==> config.mk <==
export PLATFORM = sky130hd
export DESIGN_NAME = box_motion_ctrl
export DESIGN_NICKNAME = d
export VERILOG_FILES = /design/src/rtl/vga_box_pkg.sv /design/src/rtl/box_axis_step.sv /design/src/rtl/box_motion_ctrl.sv
export SDC_FILE = /design/constraint.sdc
export NUM_CORES = 1
export LEC_CHECK = 0
export ABC_CLOCK_PERIOD_IN_PS = 9100
export BUFFER_PORTS_ARGS = -buffer_cell sky130_fd_sc_hd__buf_2
export CAP_MARGIN = 20
export CORE_UTILIZATION = 50
export CTS_CLUSTER_DIAMETER = 80
export DETAILED_ROUTE_END_ITERATION = 8
export GPL_TIMING_DRIVEN = 0
export PLACE_DENSITY = 0.69
export SYNTH_ARGS = -nofsm -noshare
export SYNTH_HDL_FRONTEND = slang
export SYNTH_SLANG_ARGS = --single-unit
==> constraint.sdc <==
create_clock -name clk -period 9.1 [get_ports clk]
set_input_delay 0.91 -clock clk [delete_from_list [all_inputs] [get_ports clk]]
set_output_delay 0.91 -clock clk [all_outputs]
set_load 0.05 [all_outputs]
==> src/rtl/vga_box_pkg.sv <==
// Shared constants and FSM encoding for the bouncing-box motion sequencer.
// X_LIM/Y_LIM are the largest top-left coordinates that keep the box on screen.
package vga_box_pkg;

  localparam int H_RES = 640;
  localparam int V_RES = 480;
  localparam int SIZE  = 200;

  localparam int X_LIM = H_RES - SIZE - 1;
  localparam int Y_LIM = V_RES - SIZE - 1;

  typedef enum logic [1:0] {
    IDLE   = 2'd0,
    CALC_X = 2'd1,
    CALC_Y = 2'd2,
    COMMIT = 2'd3
  } state_e;

endpackage

==> src/rtl/box_axis_step.sv <==
// One-axis position/direction update with reflection at 0 and at lim.
// Purely combinational; the sequencer time-shares a single instance between X and Y.
module box_axis_step #(
  parameter int POS_W = 10,
  parameter int SPD_W = 4
) (
  input  logic [POS_W-1:0] pos,
  input  logic             dir,
  input  logic [SPD_W-1:0] spd,
  input  logic [POS_W-1:0] lim,
  output logic [POS_W-1:0] npos,
  output logic             ndir,
  output logic             bounce
);

  // One extra bit so pos + spd cannot wrap before the limit compare.
  logic [POS_W:0] pos_w;
  logic [POS_W:0] spd_w;
  logic [POS_W:0] lim_w;
  logic [POS_W:0] sum;
  logic [POS_W:0] diff;

  assign pos_w = {1'b0, pos};
  assign spd_w = (POS_W+1)'(spd);
  assign lim_w = {1'b0, lim};
  assign sum   = pos_w + spd_w;
  assign diff  = pos_w - spd_w;

  always_comb begin
    // NOTE: every output gets a default before any branch so no latch is inferred.
    npos   = pos;
    ndir   = dir;
    bounce = 1'b0;
    if (spd != '0) begin
      if (!dir) begin
        if (sum >= lim_w) begin
          npos   = lim;
          ndir   = 1'b1;
          bounce = 1'b1;
        end else begin
          npos = sum[POS_W-1:0];
        end
      end else begin
        if (pos_w <= spd_w) begin
          npos   = '0;
          ndir   = 1'b0;
          bounce = 1'b1;
        end else begin
          npos = diff[POS_W-1:0];
        end
      end
    end
  end

endmodule

==> src/rtl/box_motion_ctrl.sv <==
// Per-frame box motion sequencer: paces updates off vsync, computes X then Y
// through one shared axis unit, and commits both axes on the same edge.
module box_motion_ctrl #(
  parameter int H_RES = vga_box_pkg::H_RES,
  parameter int V_RES = vga_box_pkg::V_RES,
  parameter int SIZE  = vga_box_pkg::SIZE,
  parameter int POS_W = 10,
  parameter int SPD_W = 4
) (
  input  logic             clk,
  input  logic             reset,
  input  logic             vsync,
  input  logic [SPD_W-1:0] speed,
  input  logic [1:0]       frame_div,
  input  logic             pause,
  input  logic             step,
  output logic [POS_W-1:0] box_x,
  output logic [POS_W-1:0] box_y,
  output logic             dir_x,
  output logic             dir_y,
  output logic             bounce_x,
  output logic             bounce_y,
  output logic             busy
);

  import vga_box_pkg::state_e;
  import vga_box_pkg::IDLE;
  import vga_box_pkg::CALC_X;
  import vga_box_pkg::CALC_Y;
  import vga_box_pkg::COMMIT;

  localparam logic [POS_W-1:0] X_LIM = POS_W'(H_RES - SIZE - 1);
  localparam logic [POS_W-1:0] Y_LIM = POS_W'(V_RES - SIZE - 1);

  state_e           state_q, state_d;
  logic             vsync_q;
  logic [1:0]       fcnt_q, fcnt_d;
  logic             step_pend_q, step_pend_d;
  logic [SPD_W-1:0] spd_q, spd_d;
  logic [POS_W-1:0] nx_q, nx_d, ny_q, ny_d;
  logic             ndx_q, ndx_d, ndy_q, ndy_d;
  logic             bx_q, bx_d, by_q, by_d;
  logic [POS_W-1:0] box_x_q, box_x_d, box_y_q, box_y_d;
  logic             dir_x_q, dir_x_d, dir_y_q, dir_y_d;
  logic             bounce_x_q, bounce_x_d, bounce_y_q, bounce_y_d;

  logic             tick;
  logic             launch;
  logic [POS_W-1:0] ax_pos, ax_lim, ax_npos;
  logic             ax_dir, ax_ndir, ax_bounce;

  assign tick = vsync & ~vsync_q;

  // Operand mux: Y operands only while in CALC_Y, X otherwise.
  assign ax_pos = (state_q == CALC_Y) ? box_y_q : box_x_q;
  assign ax_dir = (state_q == CALC_Y) ? dir_y_q : dir_x_q;
  assign ax_lim = (state_q == CALC_Y) ? Y_LIM   : X_LIM;

  box_axis_step #(
    .POS_W(POS_W),
    .SPD_W(SPD_W)
  ) u_axis (
    .pos   (ax_pos),
    .dir   (ax_dir),
    .spd   (spd_q),
    .lim   (ax_lim),
    .npos  (ax_npos),
    .ndir  (ax_ndir),
    .bounce(ax_bounce)
  );

  always_comb begin
    state_d     = state_q;
    fcnt_d      = fcnt_q;
    step_pend_d = step_pend_q;
    spd_d       = spd_q;
    nx_d        = nx_q;
    ndx_d       = ndx_q;
    bx_d        = bx_q;
    ny_d        = ny_q;
    ndy_d       = ndy_q;
    by_d        = by_q;
    box_x_d     = box_x_q;
    box_y_d     = box_y_q;
    dir_x_d     = dir_x_q;
    dir_y_d     = dir_y_q;
    bounce_x_d  = 1'b0;
    bounce_y_d  = 1'b0;
    launch      = 1'b0;

    if (!pause)     step_pend_d = 1'b0;
    else if (step)  step_pend_d = 1'b1;

    unique case (state_q)
      IDLE: begin
        if (tick) begin
          if (!pause) begin
            if (fcnt_q >= frame_div) begin
              launch = 1'b1;
              fcnt_d = '0;
            end else begin
              fcnt_d = fcnt_q + 2'd1;
            end
          end else if (step_pend_q) begin
            launch      = 1'b1;
            step_pend_d = 1'b0;
          end
        end
        if (launch) begin
          state_d = CALC_X;
          spd_d   = speed;
        end
      end
      CALC_X: begin
        nx_d    = ax_npos;
        ndx_d   = ax_ndir;
        bx_d    = ax_bounce;
        state_d = CALC_Y;
      end
      CALC_Y: begin
        ny_d    = ax_npos;
        ndy_d   = ax_ndir;
        by_d    = ax_bounce;
        state_d = COMMIT;
      end
      COMMIT: begin
        box_x_d    = nx_q;
        box_y_d    = ny_q;
        dir_x_d    = ndx_q;
        dir_y_d    = ndy_q;
        bounce_x_d = bx_q;
        bounce_y_d = by_q;
        state_d    = IDLE;
      end
      default: state_d = IDLE;
    endcase
  end

  // NOTE: sequential state uses non-blocking assignments only, so every flop samples pre-edge values.
  always_ff @(posedge clk or posedge reset) begin
    if (reset) begin
      state_q     <= IDLE;
      vsync_q     <= 1'b1;
      fcnt_q      <= '0;
      step_pend_q <= 1'b0;
      // NOTE: the in-flight datapath registers are reset too, so a reset mid-update leaves no stale result behind.
      spd_q       <= '0;
      nx_q        <= '0;
      ndx_q       <= 1'b0;
      bx_q        <= 1'b0;
      ny_q        <= '0;
      ndy_q       <= 1'b0;
      by_q        <= 1'b0;
      box_x_q     <= '0;
      box_y_q     <= '0;
      dir_x_q     <= 1'b0;
      dir_y_q     <= 1'b0;
      bounce_x_q  <= 1'b0;
      bounce_y_q  <= 1'b0;
    end else begin
      state_q     <= state_d;
      vsync_q     <= vsync;
      fcnt_q      <= fcnt_d;
      step_pend_q <= step_pend_d;
      spd_q       <= spd_d;
      nx_q        <= nx_d;
      ndx_q       <= ndx_d;
      bx_q        <= bx_d;
      ny_q        <= ny_d;
      ndy_q       <= ndy_d;
      by_q        <= by_d;
      box_x_q     <= box_x_d;
      box_y_q     <= box_y_d;
      dir_x_q     <= dir_x_d;
      dir_y_q     <= dir_y_d;
      bounce_x_q  <= bounce_x_d;
      bounce_y_q  <= bounce_y_d;
    end
  end

  assign box_x    = box_x_q;
  assign box_y    = box_y_q;
  assign dir_x    = dir_x_q;
  assign dir_y    = dir_y_q;
  assign bounce_x = bounce_x_q;
  assign bounce_y = bounce_y_q;
  assign busy     = (state_q != IDLE);

endmodule

=== After elaboration in Yosys (flattened, before gate mapping) ===
Index checks and enable logic that the tools add are counted.

* Logic and storage cells: 65
* Input port bits: 11
* Memory bits (writable): 0
* Register bits: 58
* Bits in read-only memories: 0
* Output and inout port bits: 25
* Latch bits: 0
* Memories: 0

* Eq/ne operators: 4
* Mux-type cells: 30
* Multipliers: 0
* Order comparisons: 3
* Shift-type cells: 0
* Reduce and logical (&&, ||, !) cells: 5
* Bitwise operators: 3
* Div/mod/pow operators: 0
* Add/sub/neg operators: 3

{| class="wikitable"
|+ Operators with widths
! cell !! number
|-
| $mux 10 || 5
|-
| $mux 1 || 21
|-
| $add 10x4->11 || 1
|-
| $ge 11x9->1 || 1
|-
| $le 10x4->1 || 1
|-
| $sub 10x4->10 || 1
|-
| $mux 8 || 1
|-
| $pmux 2 s4 || 1
|-
| $eq 2x2->1 const B || 2
|-
| $mux 2 || 2
|-
| $reduce_bool 4->1 || 1
|-
| $reduce_and 3->1 || 1
|-
| $add 2x1->2 const B || 1
|-
| $eq 2x1->1 const B || 1
|-
| $ge 2x2->1 || 1
|-
| $logic_not 2->1 || 1
|-
| $ne 2x2->1 const B || 1
|-
| $not 1->1 || 2
|-
| $reduce_and 2->1 || 1
|-
| $reduce_bool 2->1 || 1
|-
| $and 1x1->1 || 1
|}

=== Logic depth before layout (Yosys ltp) ===
* Depth in word-level cells: 7
* Gate-level depth with buffers: 22
* Depth with buffers taken out: 19

=== Modules after synthesis ===
Synthesis repeated with hierarchy kept, for this count alone.

* Cell total of the unflattened synthesis: 337
* Area total of the unflattened synthesis: 3689.8 µm²

{| class="wikitable"
|+ By module, submodules not included
! module !! cells each !! sequential area each (µm²) !! area each (µm²) !! times used
|-
| box_motion_ctrl || 161 || 1452.6 || 2467.4 || 1
|-
| box_axis_step || 176 || 0.0 || 1222.4 || 1
|}

=== Least setup slack after synthesis ===
Ideal clock, no wire load.

* Path type: register -> register
* Start: register state_q[0]
* End: register ny_q[0]
* Arrival time: 4.126 ns
* Cell stages (with the launch flop): 23
* Library setup time: 0.125 ns
* Data required time: 8.975 ns
* Setup slack: 4.849 ns
* Path buffers: 4
* Path through: dfrtp_1 -> inv_1 -> ha_1 -> buf_6 -> buf_6 -> buf_2 -> mux2_2 -> ha_1 -> buf_6 -> nor2b_1 -> a211oi_1 -> nor2_1 -> a21o_1 -> nand2_1 -> o21ai_0 -> inv_1 -> ha_1 -> o41ai_2 -> a21oi_1 -> o21a_2 -> a211oi_2 -> a21oi_1 -> mux2_2

* Word-level cells in the longest chain between the ends: 7

{| class="wikitable"
|+ Ends and longest elaborated chain
! item !! line !! source
|-
| start: declaration || box_motion_ctrl.sv:35 || <nowiki>state_e state_q, state_d;</nowiki>
|-
| start signal: assignment || box_motion_ctrl.sv:161 || <nowiki>state_q <= state_d;</nowiki>
|-
| $eq 2x2->1 (*) || n/a ||
|-
| $mux 10 || box_motion_ctrl.sv:55 || <nowiki>assign ax_pos = (state_q == CALC_Y) ? box_y_q : box_x_q;</nowiki>
|-
| $add 10x4->11 || box_axis_step.sv:26 || <nowiki>assign sum = pos_w + spd_w;</nowiki>
|-
| $ge 11x9->1 || box_axis_step.sv:36 || <nowiki>if (sum >= lim_w) begin</nowiki>
|-
| $mux 10 || box_axis_step.sv:36 ||
|-
| $mux 10 || box_axis_step.sv:35 || <nowiki>if (!dir) begin</nowiki>
|-
| $mux 10 || box_axis_step.sv:34 || <nowiki>if (spd != '0) begin</nowiki>
|-
| end signal: assignment || box_motion_ctrl.sv:169 || <nowiki>ny_q <= ny_d;</nowiki>
|-
| end: declaration || box_motion_ctrl.sv:40 || <nowiki>logic [POS_W-1:0] nx_q, nx_d, ny_q, ny_d;</nowiki>
|}

Mark *: on every way between the ends. The rest lies on a longest branch, timed or not.
A chain may end at the register's enable or synchronous reset.

=== Worst setup path after layout ===
* Start: register state_q[0]
* End: register nx_q[4]

* Word-level cells in the longest chain between the ends: 7

{| class="wikitable"
|+ Ends and longest elaborated chain
! item !! line !! source
|-
| $eq 2x2->1 || box_motion_ctrl.sv:55, box_motion_ctrl.sv:56, box_motion_ctrl.sv:57 ||
|-
| $mux 10 || box_motion_ctrl.sv:55 ||
|-
| $add 10x4->11 || box_axis_step.sv:26 ||
|-
| $ge 11x9->1 || box_axis_step.sv:36 ||
|-
| $mux 10 || box_axis_step.sv:36 ||
|-
| $mux 10 || box_axis_step.sv:35 ||
|-
| $mux 10 || box_axis_step.sv:34 ||
|-
| end signal: assignment || box_motion_ctrl.sv:166 || <nowiki>nx_q <= nx_d;</nowiki>
|-
| end: declaration || box_motion_ctrl.sv:40 ||
|}

Parallel ways exist; a longest one is shown, timed or not.

==> flow_summary.yaml <==
outcome:
  run_status: "finished clean"
worst_setup_path:
  critical_path.endpoint: "nx_q[4]"
  end_kind: "flip-flop"
  r2r_cells: 20
  timing.critical_path.slowest_cell_delay_ns: 0.42
  worst_setup_path_start_kind: "flip-flop"
  cell_with_the_largest_stage_delay_on_the_worst_path: "dfrtp_1"
  endpoint_of_the_most_critical_register_to_register_path: "nx_q[4]"
  path_cells: "inv_1 > ha_1 > buf_6 > buf_6 > buf_2 > mux2_2 > ha_1 > buf_6 > nor2b_1 > a211oi_1 > nor2_1 > o21ai_0 > inv_1 > ha_1 > o41ai_2 > a21oi_1 > o21a_2 > and2_1 > a211oi_2 > a21oi_1"
  critical_path_class: "reg2reg"
  crit_arrival_ns: 5.12
  crit_start: "state_q[0]"
  worst-r2r-setup-slack_ns: 4.16
  crit_required_ns: 9.28
  worst-path-max-fanout: 10
  critical_path.reg2reg.startpoint: "state_q[0]"
sta:
  setup_viol: 0
  grt_setup_unrepaired: "no"
  achievable-frequency_ghz: 0.2026
  finalHoldViolations: 0
  fin_crit_sh_pct: 54.24
  whs_ns: 0.4978
  timing_max_transition_violations_final: 0
  worst_pin_slew_ns: 0.8393
  finClkSkew_ns: 0.007798
  final.setup.worst_slack_ns: 4.164
  setup_total_negative_slack_ns: 0
  relative_max_transition_margin_pct: 43.53
  final.min_clock_period_ns: 4.936
logic_synthesis:
  synth-warning-count: 0
  syn_nets: 390
  syn_inst: 361
  postSynthRegisterBits: 58
  synthesis.area_per_instance_sq_um: 9.854
  yosysUniqueCellTypes: 57
  synth-seq-area-share_pct: 40.84
  synthesis.area_sq_um: 3557
  ys_async_sr_fraction_pct: 100.0
  synth-main-ff-cell: "dfrtp_1"
  edff_count_synth: 0
die:
  initial_core_util_pct: 52.07
  rows: 30
  die-area_sq_um: 7455
  io_count: 36
  die_x_um: 86.35
  placeableCoreArea_sq_um: 6832
  die-height_um: 86.35
routing:
  avgViaCountPerCell: 5.553
  postRouteWirelength_um: 8246
  via_count: 2821
  route.detailed.drc: 0
  first_iter_violations: 155
  avgRoutedWirePerCell_um: 16.23
  drt_first_pass_iters: 4
  drtAntennaViolNets: 0
final_layout:
  register_area_sq_um: 1453
  mostFrequentLayoutCell: "dfrtp_1"
  multi_input_combinational_cell_area_sq_um: 1919
  fill_cells: 594
  layout-drive-gt1-share_pct: 26.94
  design.final.nets: 437
  layout-area-overhead-vs-synth_pct: 13.33
  layout_common_cells: "dfrtp_1, buf_2, mux2_2, a21oi_1, nor2_1"
  diodes: 0
grt:
  antenna_found_initial: 0
  grt_pass1_vias: 2731
  grt_usage_pct: 24.33
  grt_remaining_overflow: 0
  grt_start_max_net_pins: 41
  wire_length_of_the_first_global_routing_pass_um: 13880
placed_design:
  routabilityCongestion: 0.9079
  port_buffers: 35
  post-dp-hpwl_um: 6223
  detailedPlace.worstSlack_ns: 4.200
cts:
  clk_pin_slew_ns: 0.06
  tritoncts_clock_tree: "yes"
  clock_path_buffers: 2
  cts-hold-fix-buffers: 0
  clock_latency_ns: 0.33
  postCtsResizedCells: 0
  post_cts_buffers: 0
  cts-buffers-inserted: 9
  cts.htree.levels: 3
  clock-sinks: 58
  cts_root_buf: "clkbuf_8"
flow_run:
  max_cap_violations: 0
hold_path:
  holdCritPathClass: "reg2reg"
## stage by stage
step                      cells  util (%)  area, sq um
after CTS                   508     59.01         4031
after global routing        508     59.01         4031
after global placement      492     56.39         3852
after floorplan             361         -         3557
final                       508     59.01         4031
after detailed placement    493     56.68         3872
## worst min-delay path by stage
| stage | from | end | cells after the start |
|---|---|---|---|
| global route | nx_q[0] | box_x[0] | 1 |
| CTS | by_q | bounce_y | 1 |
| floorplan | fcnt_q[1] | fcnt_q[1] | 1 |
| global placement | fcnt_q[1] | fcnt_q[1] | 1 |
| finish | by_q | bounce_y | 1 |
| detailed placement | by_q | bounce_y | 1 |
## cell families (layout without fill, tap and decap cells)
kind of cell	Yosys count	in the layout	synth area share, %
AO/OA/AOI/OAI	99	99	18.96
flip-flops	58	58	40.84
adder cells (fa/ha/maj)	18	18	6.753
AND/OR/NAND/NOR	96	96	13.05
multiplexers	44	44	13.72
buffers and inverters	40	91	5.206
XOR/XNOR	6	6	1.477
## state kept, by name, indices dropped and copies added (netlist names)
register     flops
vsync_q          1
nx_q            10
ndx_q            1
fcnt_q           2
spd_q            4
dir_y            1
dir_x            1
state_q          2
step_pend_q      1
box_y           10
bounce_x         1
by_q             1
bounce_y         1
bx_q             1
box_x           10
ny_q            10
ndy_q            1
## critical path: cells and delay by family (launching register included)
| kind | cells | cell delay (ns) |
|---|---|---|
| AOI/OAI and AO/OA | 7 | 1.63 |
| DFF | 1 | 0.42 |
| and+or+nand+nor | 3 | 0.46 |
| adders and majority gates | 3 | 0.89 |
| buffers and inverters | 6 | 0.96 |
| muxes | 1 | 0.41 |
## cell type report
| class | count | share of cell area [%] |
|---|---|---|
| clock inverter | 6 | 0.8690 |
| inverter | 23 | 2.142 |
| tap | 96 | 2.980 |
| buffer | 17 | 2.452 |
| sequential | 58 | 36.03 |
| multi-input combinational | 263 | 47.61 |
| timing repair buffer | 36 | 4.842 |
| clock buffer | 9 | 3.073 |
## synthesized netlist by cell type, types with 5 or more instances
library cell | n | area share [%]
o21ai_1 | 6 | 0.84
nand2b_1 | 6 | 1.1
nand3_1 | 5 | 0.70
inv_1 | 23 | 2.4
nand2_1 | 27 | 2.8
a21oi_1 | 33 | 4.6
nor2b_1 | 6 | 1.1
mux2i_1 | 8 | 2.3
o21ai_0 | 17 | 2.4
clkbuf_1 | 9 | 0.95
mux2_2 | 35 | 11
o22ai_1 | 9 | 1.6
dfrtp_1 | 57 | 40
nor2_1 | 32 | 3.4
ha_1 | 16 | 5.6
## per-layer routing
| metal | part of all wire, % | wire, um | up-vias | global-route usage [%] |
|---|---|---|---|---|
| met2 | 46 | 3761 | 75 | 39.11 |
| met1 | 47 | 3893 | 1351 | 32.98 |
| li1 | - | - | 1377 | - |
| met3 | 4.7 | 384 | 18 | 4.381 |
| met5 | 0 | 0 | - | 0 |
| met4 | 2.5 | 206 | 0 | 9.091 |
Power is left out: the tool's default activity adds up to more than one toggle a clock period on the data nets, which glitch-free logic cannot reach.
